### config.mk
export PLATFORM = sky130hd
export DESIGN_NAME = rv32i_mem_arbiter_flat
export DESIGN_NICKNAME = d
export VERILOG_FILES = /design/src/rtl/rv32i_pkg.sv /design/src/rtl/rv32i_mem_arbiter_if.sv /design/src/rtl/rv32i_resp_tagpipe.sv /design/src/rtl/rv32i_mem_arbiter.sv /design/src/flat_wrapper.sv
export SDC_FILE = /design/constraint.sdc
export NUM_CORES = 1
export LEC_CHECK = 0
export BUFFER_PORTS_ARGS = -buffer_cell sky130_fd_sc_hd__buf_4
export CAP_MARGIN = 10
export CORE_AREA = 8 8 100 102
export DETAILED_ROUTE_END_ITERATION = 12
export DIE_AREA = 0 0 108 110
export PLACE_DENSITY = 0.62
export SLEW_MARGIN = 10
export SYNTH_ARGS = -nofsm -noshare
export SYNTH_HDL_FRONTEND = slang
export SYNTH_HIERARCHICAL = 1
export SYNTH_SLANG_ARGS = --single-unit
### constraint.sdc
create_clock -name clk -period 1.7 [get_ports clk]
set_input_delay 0.17 -clock clk [delete_from_list [all_inputs] [get_ports clk]]
set_output_delay 0.17 -clock clk [all_outputs]
set_load 0.02 [all_outputs]
### src/rtl/rv32i_pkg.sv
// Shared constants and tag type for the unified memory arbiter.
package rv32i_pkg;

    localparam logic MEM_OWNER_IF = 1'b0;
    localparam logic MEM_OWNER_D  = 1'b1;

    localparam logic [3:0] STRB_NONE = 4'b0000;

    typedef struct packed {
        logic valid;
        logic owner;
    } tag_t;

endpackage

### src/rtl/rv32i_mem_arbiter_if.sv
// Fetch, data and memory-side signals of the unified memory arbiter.
interface rv32i_mem_arbiter_if #(
    parameter int ADDR_W = 32
);

    logic              if_req;
    logic [ADDR_W-1:0] if_addr;
    logic              if_gnt;
    logic              if_rvalid;
    logic [31:0]       if_rdata;

    logic              d_req;
    logic              d_we;
    logic [ADDR_W-1:0] d_addr;
    logic [31:0]       d_wdata;
    logic [3:0]        d_wstrb;
    logic              d_gnt;
    logic              d_rvalid;
    logic [31:0]       d_rdata;

    logic              mem_req;
    logic              mem_we;
    logic [ADDR_W-1:0] mem_addr;
    logic [31:0]       mem_wdata;
    logic [3:0]        mem_wstrb;
    logic [31:0]       mem_rdata;

    modport slave (
        input  if_req, if_addr,
        output if_gnt, if_rvalid, if_rdata,
        input  d_req, d_we, d_addr, d_wdata, d_wstrb,
        output d_gnt, d_rvalid, d_rdata,
        output mem_req, mem_we, mem_addr,
        output mem_wdata, mem_wstrb,
        input  mem_rdata
    );

    modport master (
        output if_req, if_addr,
        input  if_gnt, if_rvalid, if_rdata,
        output d_req, d_we, d_addr, d_wdata, d_wstrb,
        input  d_gnt, d_rvalid, d_rdata,
        input  mem_req, mem_we, mem_addr,
        input  mem_wdata, mem_wstrb,
        output mem_rdata
    );

endinterface

### src/rtl/rv32i_resp_tagpipe.sv
// Read-response tag shift register; one stage per cycle of memory latency.
module rv32i_resp_tagpipe
    import rv32i_pkg::*;
#(
    parameter int MEM_LAT = 1
) (
    input  logic clk,
    input  logic reset,
    input  tag_t in_tag,
    output tag_t out_tag
);

    tag_t tag_d [MEM_LAT];
    tag_t tag_q [MEM_LAT];

    always_comb begin
        tag_d[0] = in_tag;
        for (int i = 1; i < MEM_LAT; i++) begin
            tag_d[i] = tag_q[i-1];
        end
    end

    always_ff @(posedge clk) begin
        for (int i = 0; i < MEM_LAT; i++) begin
            if (reset) begin
                tag_q[i] <= '0;
            end else begin
                tag_q[i] <= tag_d[i];
            end
        end
    end

    assign out_tag = tag_q[MEM_LAT-1];

endmodule

### src/rtl/rv32i_mem_arbiter.sv
// Shares one fixed-latency memory between fetch and load/store ports;
// data wins, with a bounded fetch wait, and read data is routed by tag.
module rv32i_mem_arbiter
    import rv32i_pkg::*;
#(
    parameter int ADDR_W     = 32,
    parameter int MEM_LAT    = 1,
    parameter int STARVE_MAX = 4
) (
    input  logic                clk,
    input  logic                reset,
    rv32i_mem_arbiter_if.slave  bus
);

    localparam logic [3:0] STARVE_LIM = 4'(STARVE_MAX);

    logic [3:0]        starve_cnt_d;
    logic [3:0]        starve_cnt_q;
    logic              force_if;
    logic              d_gnt;
    logic              if_gnt;
    logic              mem_req_d;
    logic              mem_we_d;
    logic [ADDR_W-1:0] mem_addr_d;
    logic [31:0]       mem_wdata_d;
    logic [3:0]        mem_wstrb_d;
    tag_t              tag_in;
    tag_t              tag_out;
    logic              if_rvalid;
    logic              d_rvalid;

    // Fetch is forced only once it has watched STARVE_MAX data grants.
    always_comb begin
        force_if = bus.if_req && (starve_cnt_q == STARVE_LIM);
        d_gnt    = !reset && bus.d_req && !force_if;
        if_gnt   = !reset && bus.if_req && !d_gnt;
    end

    always_comb begin
        starve_cnt_d = starve_cnt_q;
        if (!bus.if_req || if_gnt) begin
            starve_cnt_d = 4'd0;
        end else if (d_gnt && starve_cnt_q != STARVE_LIM) begin
            starve_cnt_d = starve_cnt_q + 4'd1;
        end
    end

    always_ff @(posedge clk) begin
        if (reset) begin
            starve_cnt_q <= 4'd0;
        end else begin
            starve_cnt_q <= starve_cnt_d;
        end
    end

    always_comb begin
        mem_req_d   = 1'b0;
        mem_we_d    = 1'b0;
        mem_addr_d  = '0;
        mem_wdata_d = 32'h0;
        mem_wstrb_d = STRB_NONE;
        unique case (1'b1)
            d_gnt: begin
                mem_req_d   = 1'b1;
                mem_we_d    = bus.d_we;
                mem_addr_d  = bus.d_addr;
                mem_wdata_d = bus.d_wdata;
                mem_wstrb_d = bus.d_we ? bus.d_wstrb : STRB_NONE;
            end
            if_gnt: begin
                mem_req_d  = 1'b1;
                mem_addr_d = bus.if_addr;
            end
            default: begin
            end
        endcase
    end

    always_comb begin
        tag_in.valid = mem_req_d && !mem_we_d;
        tag_in.owner = d_gnt ? MEM_OWNER_D : MEM_OWNER_IF;
    end

    rv32i_resp_tagpipe #(
        .MEM_LAT (MEM_LAT)
    ) u_tagpipe (
        .clk     (clk),
        .reset   (reset),
        .in_tag  (tag_in),
        .out_tag (tag_out)
    );

    // Gating on reset hides tags that are cleared only at the next edge.
    always_comb begin
        if_rvalid = !reset && tag_out.valid
                    && (tag_out.owner == MEM_OWNER_IF);
        d_rvalid  = !reset && tag_out.valid
                    && (tag_out.owner == MEM_OWNER_D);
    end

    assign bus.if_gnt    = if_gnt;
    assign bus.d_gnt     = d_gnt;
    assign bus.if_rvalid = if_rvalid;
    assign bus.d_rvalid  = d_rvalid;
    assign bus.if_rdata  = if_rvalid ? bus.mem_rdata : 32'h0;
    assign bus.d_rdata   = d_rvalid ? bus.mem_rdata : 32'h0;
    assign bus.mem_req   = mem_req_d;
    assign bus.mem_we    = mem_we_d;
    assign bus.mem_addr  = mem_addr_d;
    assign bus.mem_wdata = mem_wdata_d;
    assign bus.mem_wstrb = mem_wstrb_d;

endmodule

### src/flat_wrapper.sv
// flat-port wrapper written by rule: the top's interface ports become plain ports
module rv32i_mem_arbiter_flat import rv32i_pkg::*;
#(
    parameter int ADDR_W     = 32,
    parameter int MEM_LAT    = 1,
    parameter int STARVE_MAX = 4
)
  (clk, reset, bus_if_req, bus_if_addr, bus_if_gnt, bus_if_rvalid, bus_if_rdata, bus_d_req, bus_d_we, bus_d_addr, bus_d_wdata, bus_d_wstrb, bus_d_gnt, bus_d_rvalid, bus_d_rdata, bus_mem_req, bus_mem_we, bus_mem_addr, bus_mem_wdata, bus_mem_wstrb, bus_mem_rdata);
  rv32i_mem_arbiter_if #(.ADDR_W(ADDR_W)) bus_i ();
  input  logic clk;
  input  logic reset;
  input wire logic [$bits(bus_i.if_req)-1:0] bus_if_req;
  input wire logic [$bits(bus_i.if_addr)-1:0] bus_if_addr;
  output wire logic [$bits(bus_i.if_gnt)-1:0] bus_if_gnt;
  output wire logic [$bits(bus_i.if_rvalid)-1:0] bus_if_rvalid;
  output wire logic [$bits(bus_i.if_rdata)-1:0] bus_if_rdata;
  input wire logic [$bits(bus_i.d_req)-1:0] bus_d_req;
  input wire logic [$bits(bus_i.d_we)-1:0] bus_d_we;
  input wire logic [$bits(bus_i.d_addr)-1:0] bus_d_addr;
  input wire logic [$bits(bus_i.d_wdata)-1:0] bus_d_wdata;
  input wire logic [$bits(bus_i.d_wstrb)-1:0] bus_d_wstrb;
  output wire logic [$bits(bus_i.d_gnt)-1:0] bus_d_gnt;
  output wire logic [$bits(bus_i.d_rvalid)-1:0] bus_d_rvalid;
  output wire logic [$bits(bus_i.d_rdata)-1:0] bus_d_rdata;
  output wire logic [$bits(bus_i.mem_req)-1:0] bus_mem_req;
  output wire logic [$bits(bus_i.mem_we)-1:0] bus_mem_we;
  output wire logic [$bits(bus_i.mem_addr)-1:0] bus_mem_addr;
  output wire logic [$bits(bus_i.mem_wdata)-1:0] bus_mem_wdata;
  output wire logic [$bits(bus_i.mem_wstrb)-1:0] bus_mem_wstrb;
  input wire logic [$bits(bus_i.mem_rdata)-1:0] bus_mem_rdata;
  assign bus_i.if_req = bus_if_req;
  assign bus_i.if_addr = bus_if_addr;
  assign bus_if_gnt = bus_i.if_gnt;
  assign bus_if_rvalid = bus_i.if_rvalid;
  assign bus_if_rdata = bus_i.if_rdata;
  assign bus_i.d_req = bus_d_req;
  assign bus_i.d_we = bus_d_we;
  assign bus_i.d_addr = bus_d_addr;
  assign bus_i.d_wdata = bus_d_wdata;
  assign bus_i.d_wstrb = bus_d_wstrb;
  assign bus_d_gnt = bus_i.d_gnt;
  assign bus_d_rvalid = bus_i.d_rvalid;
  assign bus_d_rdata = bus_i.d_rdata;
  assign bus_mem_req = bus_i.mem_req;
  assign bus_mem_we = bus_i.mem_we;
  assign bus_mem_addr = bus_i.mem_addr;
  assign bus_mem_wdata = bus_i.mem_wdata;
  assign bus_mem_wstrb = bus_i.mem_wstrb;
  assign bus_i.mem_rdata = bus_mem_rdata;
  rv32i_mem_arbiter #(.ADDR_W(ADDR_W), .MEM_LAT(MEM_LAT), .STARVE_MAX(STARVE_MAX)) u_core (.clk(clk), .reset(reset), .bus(bus_i));
endmodule
==> impl_metrics.csv, run 1 <==
group,metric,value,unit
detailed_routing,drt_pass1_iterations,4,
detailed_routing,drc_errors,0,
grt,grt_max_degree,52,
logic_synthesis,ys_ff_latch,6,
pwr,power_switching_share,33.8,%
min_path,hold_start,"reset",
layout,fin_nets,596,
layout,final_cells,563,
layout,mostFrequentLayoutCell,"buf_4",
clock_tree,cts_tree,"yes",
critical_path,r2r_cells,7,
layout,antenna_cells,0,
detailed_routing,drt_iter0_markers,74,
critical_path,arrival,1.68,ns
floorplan,design.core.area,0.00847,mm^2
run_status,status,"finished, violations left",
min_path,min_to,"u_core/u_tagpipe/tag_q[0][0]",
pwr,powerDensity,298,mW/mm^2
logic_synthesis,synthMuxAreaShare,0,%
place,place_ws,0.0463,ns
logic_synthesis,synth.cell_area,0.00135,mm^2
floorplan,io_pins,275,
clock_tree,cts_made_buffers,3,
run_status,violations,"negative setup slack",
detailed_routing,ant_nets,0,
timing,timing.final.ws_setup,-0.148,ns
grt,grt_usage,14.4,%
floorplan,rows,34,
logic_synthesis,synthDistinctLibCells,21,
grt,grt-ovfl-total,0,
critical_path,cp_max_fo,17,
layout,layout_common_cells,"buf_4 (226), and2_1 (83), buf_6 (57)",
logic_synthesis,synth_top_family_by_area,"simple AND/OR/NAND/NOR gates",
pwr,intPower,774,uW
grt,grt_pass1_wl,13600,um
critical_path,ff2ff_setup_slack,0.23,ns
critical_path,startpoint_type,"flop",
detailed_routing,dr_total_vias,2291,
layout,design_area,0.00392,mm^2
floorplan,die_area,0.0119,mm^2
logic_synthesis,synthXorXnorAreaFrac,1.30,%
grt,grt_antenna_before_repair,0,
logic_synthesis,synth_compound_area_share,24.3,%
timing,drv_slew,0,
timing,skew,0.00334,ns
timing,hold_violations,0,
place,dp_cells,552,
timing,rsz0062_at_grt,"yes",
detailed_routing,wl_per_cell,17.6,um
pwr,p_clk_share,18.2,%
pwr,switchingPower,395,uW
pwr,max-vdd-ir-drop,0.449,mV
timing,min_period,1.85,ns
clock_tree,clock_path_buffers,2,
clock_tree,cts.clk_slew.worst_paths,0.04,ns
critical_path,cp-end-kind,"output port",
layout,multi_input_area,0.00115,mm^2
floorplan,start_util,16.0,%
critical_path,crit_type,"reg -> out",
clock_tree,cts-hold-fix-buffers,0,
detailed_routing,routed_wl,9910,um
layout,layout.area.seq,123,um^2
timing,timing.final.crit_share,109,%
layout,areaGrowthSynthToFinish,190,%
pwr,p_seq_share,12.6,%
critical_path,cp.required,1.53,ns
clock_tree,root_buffer,"clkbuf_8",
logic_synthesis,synth_seq_area_share,8.88,%
logic_synthesis,ys.warnings.count,6,
place,portBuffers,274,
timing,max_freq,541,MHz
pwr,total_power,1.17,mW
job,maxCapViolations,0,
clock_tree,clock_sinks,6,
timing,relSlewSlack,82.5,%
timing,fin_setup_tns,-7.50,ns
clock_tree,h-tree-depth,1,
min_path,hold_depth,2,
timing,tightest_slew,0.262,ns
critical_path,rr_endpoint,"u_core/u_tagpipe/tag_q[0][1]",
floorplan,chipHeight,110,um
layout,post_route_cells_drive_above_1_share,71.2,%
min_path,hp-class,"in -> reg",
pwr,combPwrFrac,69.2,%
logic_synthesis,netlist_instances,181,
clock_tree,clock_latency,0.22,ns
logic_synthesis,synth_nets,320,
pwr,power.leakage,2.14,nW
logic_synthesis,synthAdderAreaFrac,1.85,%
detailed_routing,viasPerCell,4.07,
timing,setup_viol,69,
grt,grt_pass1_vias,2339,
place,placed_area,0.00349,mm^2
place,globalplace.congestion,0.862,
floorplan,die_x,108,um
logic_synthesis,synthSimpleGateAreaFrac,53.0,%
layout,nFillCells,833,
critical_path,r2r_start,"u_core/starve_cnt_q[0]",
place,hpwl,8200,um
logic_synthesis,synth.avg_cell_area,7.47,um^2
synthesized netlist by cell type:
library cell	instances	area (um^2)
a22o_1	23	201
buf_2	1	5.00
a22o_2	9	90.1
inv_1	5	18.8
and3_1	5	31.3
a211oi_4	1	20.0
nand3_1	1	5.00
nor2_1	6	22.5
dfxtp_1	6	120
nand3b_4	1	20.0
a21boi_1	1	7.51
nor3b_2	1	12.5
nor2b_1	2	12.5
clkbuf_1	8	30.0
and2_1	97	607
nand4_1	1	6.26
o211a_1	1	10.0
buf_6	8	90.1
xnor2_1	1	8.76
xor2_1	1	8.76
ha_1	2	25.0
metal layers:
layer | vias up | part of all wire [%] | track usage, %
li1 | 1151 | - | -
met1 | 1017 | 35 | 14.8
met2 | 119 | 55 | 28.8
met3 | 4 | 9.3 | 4.30
met4 | 0 | 0.14 | 1.49
met5 | - | 0 | 0
sequential cells by signal, indices dropped and copies added, names as in the netlist:
name and count:
u_core/u_tagpipe/tag_q 2, u_core/starve_cnt_q 4
area by class of cell:
cell class | count | area share (%)
timing repair buffer | 288 | 62.6
inverter | 5 | 0.479
clock buffer | 3 | 1.05
tap | 108 | 3.45
multi-input combinational | 153 | 29.3
sequential | 6 | 3.13
power by group through the flow:
| stage | logic [mW] | clock network (mW) | registers (mW) |
|---|---|---|---|
| after floorplan | 0.282 | 0 | 0.149 |
| after global placement | 0.707 | 0 | 0.149 |
| after detailed placement | 0.711 | 0 | 0.149 |
| after CTS | 0.807 | 0.220 | 0.147 |
| after global routing | 0.853 | 0.236 | 0.148 |
| final | 0.809 | 0.213 | 0.147 |
per-stage QoR:
| stage | hold WS, ns | util [%] |
|---|---|---|
| final | 0.177 | 46.3 |
| after global routing | 0.180 | 46.3 |
| after CTS | 0.176 | 45.9 |
| after detailed placement | 0.411 | 41.2 |
| after global placement | 0.407 | 41.2 |
| after floorplan | 0.242 | - |
critical path: stages (launching register included):
cell,delay (ns)
dfxtp_2,0.32
inv_2,0.06
ha_4,0.14
nand3b_4,0.10
a211oi_4,0.23
buf_4,0.16
buf_12,0.14
a22o_1,0.18
buf_6,0.13
what timing repair did:
action | in CTS | in global routing
pin swaps | 10 | 1
cloned | 2 | 1
setup buffers | 3 | 4
gates resized for setup | 74 | 8
endpoints found under the setup margin | 71 | 71
how the worst max path moves through the flow:
stage / endpoint / from / slack, ns / depth (start not counted)
final: bus_mem_addr[18] / u_core/starve_cnt_q[0] / -0.15 / 8
after global routing: bus_mem_addr[14] / u_core/starve_cnt_q[0] / -0.21 / 8
after global placement: bus_mem_addr[18] / u_core/starve_cnt_q[1] / 0.06 / 7
after CTS: bus_mem_wdata[3] / u_core/starve_cnt_q[0] / -0.16 / 7
after detailed placement: bus_mem_addr[15] / u_core/starve_cnt_q[1] / 0.05 / 7
after floorplan: bus_mem_addr[14] / u_core/starve_cnt_q[0] / 0.08 / 6
cell families after synthesis:
family	after synthesis
and+or+nand+nor	114
adders and majority gates	2
DFF	6
AOI/OAI and AO/OA	35
buffers and inverters	22
xor gates and xnor gates	2
Power figures use the tool's default switching activity.
==> run 2, diff against run 1 <==
- BUFFER_PORTS_ARGS: -buffer_cell sky130_fd_sc_hd__buf_4 -> unset
- CORE_AREA: 8 8 100 102 -> 8 8 101 103
- DIE_AREA: 0 0 108 110 -> 0 0 109 111
- DONT_BUFFER_PORTS: unset -> 1
- PLACE_DENSITY: 0.62 -> 0.33
==> run 2 against run 1 <==
Against the previous run:
- the flow still finishes with violations (negative setup slack)
- register-to-register slack better by 0.02 ns
- non-clock buffer count is 269 lower
- via count down 38%
- combinational power is 44% lower
- sequential share of layout area up 2.7 points
- wire length fell by 22%
- critical path depth decreased by 2
- highest routed layer unchanged
==> impl_metrics.csv, run 2 (synthesized netlist as in run 1, its figures left out) <==
group,metric,value,unit
run_status,status,"finished, violations left",
run_status,violations,"negative setup slack",
layout,antenna_cells,0,
floorplan,die_area,0.0121,mm^2
place,dp_cells,281,
clock_tree,root_buffer,"clkbuf_8",
pwr,p_clk_share,26.1,%
clock_tree,h-tree-depth,1,
timing,skew,0.00173,ns
clock_tree,clock_sinks,6,
timing,hold_violations,0,
detailed_routing,drc_errors,0,
pwr,total_power,816,uW
floorplan,start_util,15.8,%
clock_tree,clock_path_buffers,2,
layout,fin_nets,327,
pwr,p_seq_share,18.1,%
detailed_routing,drt_pass1_iterations,4,
place,placed_area,0.00146,mm^2
layout,layout_common_cells,"and2_1 (64), a22o_4 (32), and2_2 (17)",
layout,largest_register,"u_core/starve_cnt_q",
timing,tightest_slew,0.452,ns
grt,grt_antenna_before_repair,0,
critical_path,critPathLaunch,"u_core/starve_cnt_q[0]",
detailed_routing,drt_iter0_markers,45,
clock_tree,clock_latency,0.22,ns
pwr,power.leakage,0.932,nW
timing,relSlewSlack,69.8,%
timing,timing.final.ws_setup,-0.0863,ns
layout,design_area,0.00210,mm^2
layout,mostFrequentLayoutCell,"and2_1",
critical_path,r2r_cells,7,
detailed_routing,routed_wl,7710,um
min_path,hp-class,"in -> reg",
pwr,switchingPower,321,uW
critical_path,cp-end-kind,"output port",
timing,drv_slew,0,
timing,min_period,1.79,ns
floorplan,die_x,109,um
clock_tree,cts_tree,"yes",
pwr,max-vdd-ir-drop,0.271,mV
timing,rsz0062_at_grt,"yes",
layout,areaGrowthSynthToFinish,55.5,%
min_path,hold_depth,1,
critical_path,arrival,1.62,ns
grt,grt_max_degree,36,
clock_tree,cts-hold-fix-buffers,0,
grt,grt_pass1_vias,1557,
floorplan,rows,34,
layout,final_cells,294,
layout,post_route_cells_drive_above_1_share,53.8,%
place,portBuffers,0,
detailed_routing,ant_nets,0,
pwr,combPwrFrac,55.9,%
critical_path,cp.required,1.53,ns
floorplan,chipHeight,111,um
clock_tree,cts_made_buffers,3,
critical_path,startpoint_type,"flop",
detailed_routing,viasPerCell,4.86,
floorplan,design.core.area,0.00855,mm^2
detailed_routing,dr_total_vias,1430,
pwr,powerDensity,388,mW/mm^2
grt,grt_usage,11.0,%
place,globalplace.congestion,0.716,
detailed_routing,wl_per_cell,26.2,um
clock_tree,cts.clk_slew.worst_paths,0.04,ns
pwr,intPower,496,uW
timing,setup_viol,69,
grt,grt-ovfl-total,0,
layout,top_regs,"u_core/starve_cnt_q (4), u_core/u_tagpipe/tag_q (2)",
grt,grt_pass1_wl,10500,um
layout,largest_reg_flops,4,
critical_path,r2r_start,"u_core/starve_cnt_q[0]",
floorplan,io_pins,275,
pwr,power_switching_share,39.3,%
place,hpwl,5710,um
timing,max_freq,560,MHz
min_path,hold_start,"reset",
job,maxCapViolations,0,
timing,timing.final.crit_share,105,%
critical_path,cp_max_fo,17,
layout,fin_util,24.6,%
critical_path,crit_type,"reg -> out",
run 2: cell count changes in the layout (fill, tap and decap cells not counted), moves of 3 or more:
| cell | delta |
|---|---|
| buf_4 | -219 |
| buf_6 | -55 |
| a22o_4 | +32 |
| a22o_1 | -23 |
| and2_1 | -19 |
| and2_2 | +17 |
| a22o_2 | -9 |
| buf_16 | +6 |
| and3_1 | -3 |
| and3_4 | +3 |
run 2: power groups by stage:
stage / sequential [mW] / combinational (mW) / clock [mW]
after floorplan: 0.149 / 0.282 / 0
after global placement: 0.149 / 0.315 / 0
after detailed placement: 0.149 / 0.313 / 0
after CTS: 0.147 / 0.447 / 0.219
after global routing: 0.148 / 0.479 / 0.234
final: 0.148 / 0.456 / 0.213
run 2: layout make-up:
type	count	area [um^2]
multi-input combinational	153	1470
inverter	5	18.8
fill	905	6450
sequential	6	123
timing repair buffer	19	320
clock buffer	3	41.3
tap	108	135
run 2: timing repair:
action / in CTS / in global routing
resized for setup: 111 / 10
setup endpoints to repair: 71 / 71
endpoints found under the hold margin: 0 / 0
pin swaps: 10 / 1
buffers inserted: 3 / 0
cloned: 6 / 1
run 2: worst paths after layout:
check | end | slack, ns
max reg2reg | u_core/u_tagpipe/tag_q[0][1] | 0.25
min | u_core/u_tagpipe/tag_q[0][1] | 0.02
max | bus_mem_addr[29] | -0.09
min reg2reg | u_core/starve_cnt_q[0] | 0.51
run 2: worst max-delay path, cell delays in order (launching register included):
cell      delay [ns]
dfxtp_2         0.31
inv_2           0.07
ha_4            0.14
nand3b_4        0.10
o211a_4         0.33
buf_16          0.19
a22o_4          0.25
run 2: metal layers:
layer  vias up  GRT usage (%)  share of wire [%]
li1        621              -                  -
met1       657           12.0                 33
met2       148           20.9                 53
met3         4           2.73                 13
met4         0           1.37               0.35
met5         -              0                  0
run 2: through the flow:
stage / setup TNS [ns] / setup WS (ns) / hold slack [ns]
after detailed placement: 0 / 0.0443 / 0.245
after global routing: -9.08 / -0.152 / 0.00995
final: -4.25 / -0.0863 / 0.0158
after CTS: -4.15 / -0.0872 / 0.0113
after global placement: 0 / 0.0489 / 0.244
after floorplan: 0 / 0.0784 / 0.242
==> run 3, diff against run 2 <==
- CELL_PAD_IN_SITES_DETAIL_PLACEMENT: unset -> 1
- CELL_PAD_IN_SITES_GLOBAL_PLACEMENT: unset -> 1
- CTS_BUF_LIST: unset -> sky130_fd_sc_hd__clkbuf_8
- PLACE_DENSITY: 0.33 -> 0.48
==> run 3 against run 2 <==
Against the previous run:
- critical endpoint is now bus_mem_addr[0]
- non-clock buffer count unchanged
- worst setup slack improved by 0.0057 ns
- the flow still finishes with violations (negative setup slack)
- utilization increased by 0.10 points
- die area unchanged
- combinational power increased by 0.9%
- global-route usage decreased by 0.50 points
- first-iteration DRC count decreased by 6.7%
==> impl_metrics.csv, run 3 (synthesized netlist as in run 1, its figures left out) <==
group,metric,value,unit
clock_tree,clock_sinks,6,
place,place_ws,0.0755,ns
layout,mostFrequentLayoutCell,"and2_1",
floorplan,io_pins,275,
critical_path,startpoint_type,"flop",
layout,post_route_cells_drive_above_1_share,53.8,%
timing,hold_violations,0,
pwr,power_switching_share,38.4,%
detailed_routing,drc_errors,0,
timing,skew,0.00388,ns
grt,grt_pass1_wl,10000,um
critical_path,arrival,1.61,ns
layout,largest_reg_flops,4,
timing,fin_setup_tns,-2.31,ns
clock_tree,h-tree-depth,1,
critical_path,cp.required,1.53,ns
detailed_routing,dr_total_vias,1379,
detailed_routing,wl_met2,4200,um
pwr,p_clk_share,25.4,%
layout,final_cells,294,
place,globalplace.congestion,0.685,
critical_path,slowest_stage,"o211a_4",
timing,timing.final.ws_setup,-0.0806,ns
layout,areaGrowthSynthToFinish,56.2,%
pwr,powerDensity,385,mW/mm^2
critical_path,cp_max_fo,6,
critical_path,cp_num_buf_inv,2,
grt,grt_pass1_vias,1577,
layout,fin_nets,327,
pwr,p_seq_share,18.1,%
critical_path,crit_chain,"inv_2 > ha_4 > nand3b_4 > o211a_4 > clkbuf_16 > a22o_4",
floorplan,chipHeight,111,um
detailed_routing,highest-signal-layer,"met3",
timing,relSlewSlack,65.0,%
timing,setup_viol,43,
timing,drv_slew,0,
job,maxCapViolations,0,
place,hpwl,5990,um
floorplan,die_x,109,um
place,dp_cells,280,
floorplan,die_area,0.0121,mm^2
detailed_routing,drt_iter0_markers,42,
clock_tree,clock_latency,0.22,ns
clock_tree,cts_tree,"yes",
floorplan,start_util,15.8,%
run_status,status,"finished, violations left",
min_path,hp-class,"in -> reg",
grt,grt-ovfl-total,0,
grt,grt_antenna_before_repair,0,
layout,top_regs,"u_core/starve_cnt_q (4), u_core/u_tagpipe/tag_q (2)",
layout,layout_common_cells,"and2_1 (64), and2_4 (33), a22o_4 (32)",
pwr,intPower,501,uW
detailed_routing,ant_nets,0,
floorplan,design.core.area,0.00855,mm^2
layout,design_area,0.00211,mm^2
place,placed_area,0.00145,mm^2
timing,min_period,1.78,ns
critical_path,crit_type,"reg -> out",
detailed_routing,wl_per_cell,26.4,um
run_status,violations,"negative setup slack",
detailed_routing,routed_wl,7760,um
layout,largest_register,"u_core/starve_cnt_q",
timing,max_freq,562,MHz
pwr,switchingPower,312,uW
critical_path,cp-end-kind,"output port",
detailed_routing,dr_wl_met3,886,um
timing,timing.final.crit_share,105,%
layout,antenna_cells,0,
timing,tightest_slew,0.523,ns
timing,rsz0062_at_grt,"yes",
clock_tree,root_buffer,"clkbuf_8",
floorplan,rows,34,
critical_path,cp_slowest_stage_delay,0.33,ns
timing,whs,0.0243,ns
critical_path,cp_top_family,"compound AO/OA/AOI/OAI gates",
grt,grt_usage,10.5,%
pwr,combPwrFrac,56.5,%
detailed_routing,drt_pass1_iterations,3,
place,portBuffers,0,
clock_tree,cts_made_buffers,3,
layout,nFillCells,986,
pwr,max-vdd-ir-drop,0.243,mV
grt,grt_max_degree,34,
clock_tree,clock_path_buffers,2,
detailed_routing,met1Wirelength,2670,um
pwr,power.leakage,0.945,nW
detailed_routing,viasPerCell,4.69,
clock_tree,cts.clk_slew.worst_paths,0.04,ns
## run 3: routing by layer
metal | GRT usage [%] | up-vias
met1 | 10.1 | 634
met3 | 3.55 | 0
met2 | 21.2 | 130
li1 | - | 615
met5 | 0 | -
met4 | 0.548 | 0
## run 3: final timing paths
kind,from,endpoint,slack [ns],cells past startpoint
worst max-delay path,u_core/starve_cnt_q[0],bus_mem_addr[0],-0.08,6
worst min-delay path,reset,u_core/u_tagpipe/tag_q[0][0],0.02,1
worst max register to register,u_core/starve_cnt_q[0],u_core/u_tagpipe/tag_q[0][1],0.10,8
worst min register to register,u_core/starve_cnt_q[0],u_core/starve_cnt_q[0],0.51,2
## run 3: power by group through the flow
stage                     combinational, mW  clock, mW  sequential, mW
after floorplan                       0.282          0           0.149
after global placement                0.311          0           0.149
after detailed placement              0.313          0           0.149
after CTS                             0.421      0.213           0.147
after global routing                  0.483      0.226           0.148
final                                 0.460      0.207           0.147
## run 3: repair_timing
item                       4_1_cts  5_1_grt
pin swaps                       20       16
hold endpoints to repair         0        0
setup endpoints to repair       71       70
setup buffers                    3        1
gates cloned                     4        3
hold buffers                     0        0
gates resized for setup        115       28
## run 3: final cells by class
type	count	area [um^2]	area share, %
Clock buffer	3	41.3	1.95
Timing Repair Buffer	19	314	14.9
Tap cell	108	135	6.40
Inverter	5	18.8	0.889
Sequential cell	6	123	5.81
Multi-Input combinational cell	153	1480	70.1
## run 3: stage by stage
stage | power (mW) | utilization (%)
final | 0.813 | 24.7
after global routing | 0.857 | 24.7
after CTS | 0.781 | 22.5
after detailed placement | 0.462 | 16.9
after global placement | 0.460 | 16.9
after floorplan | 0.431 | -
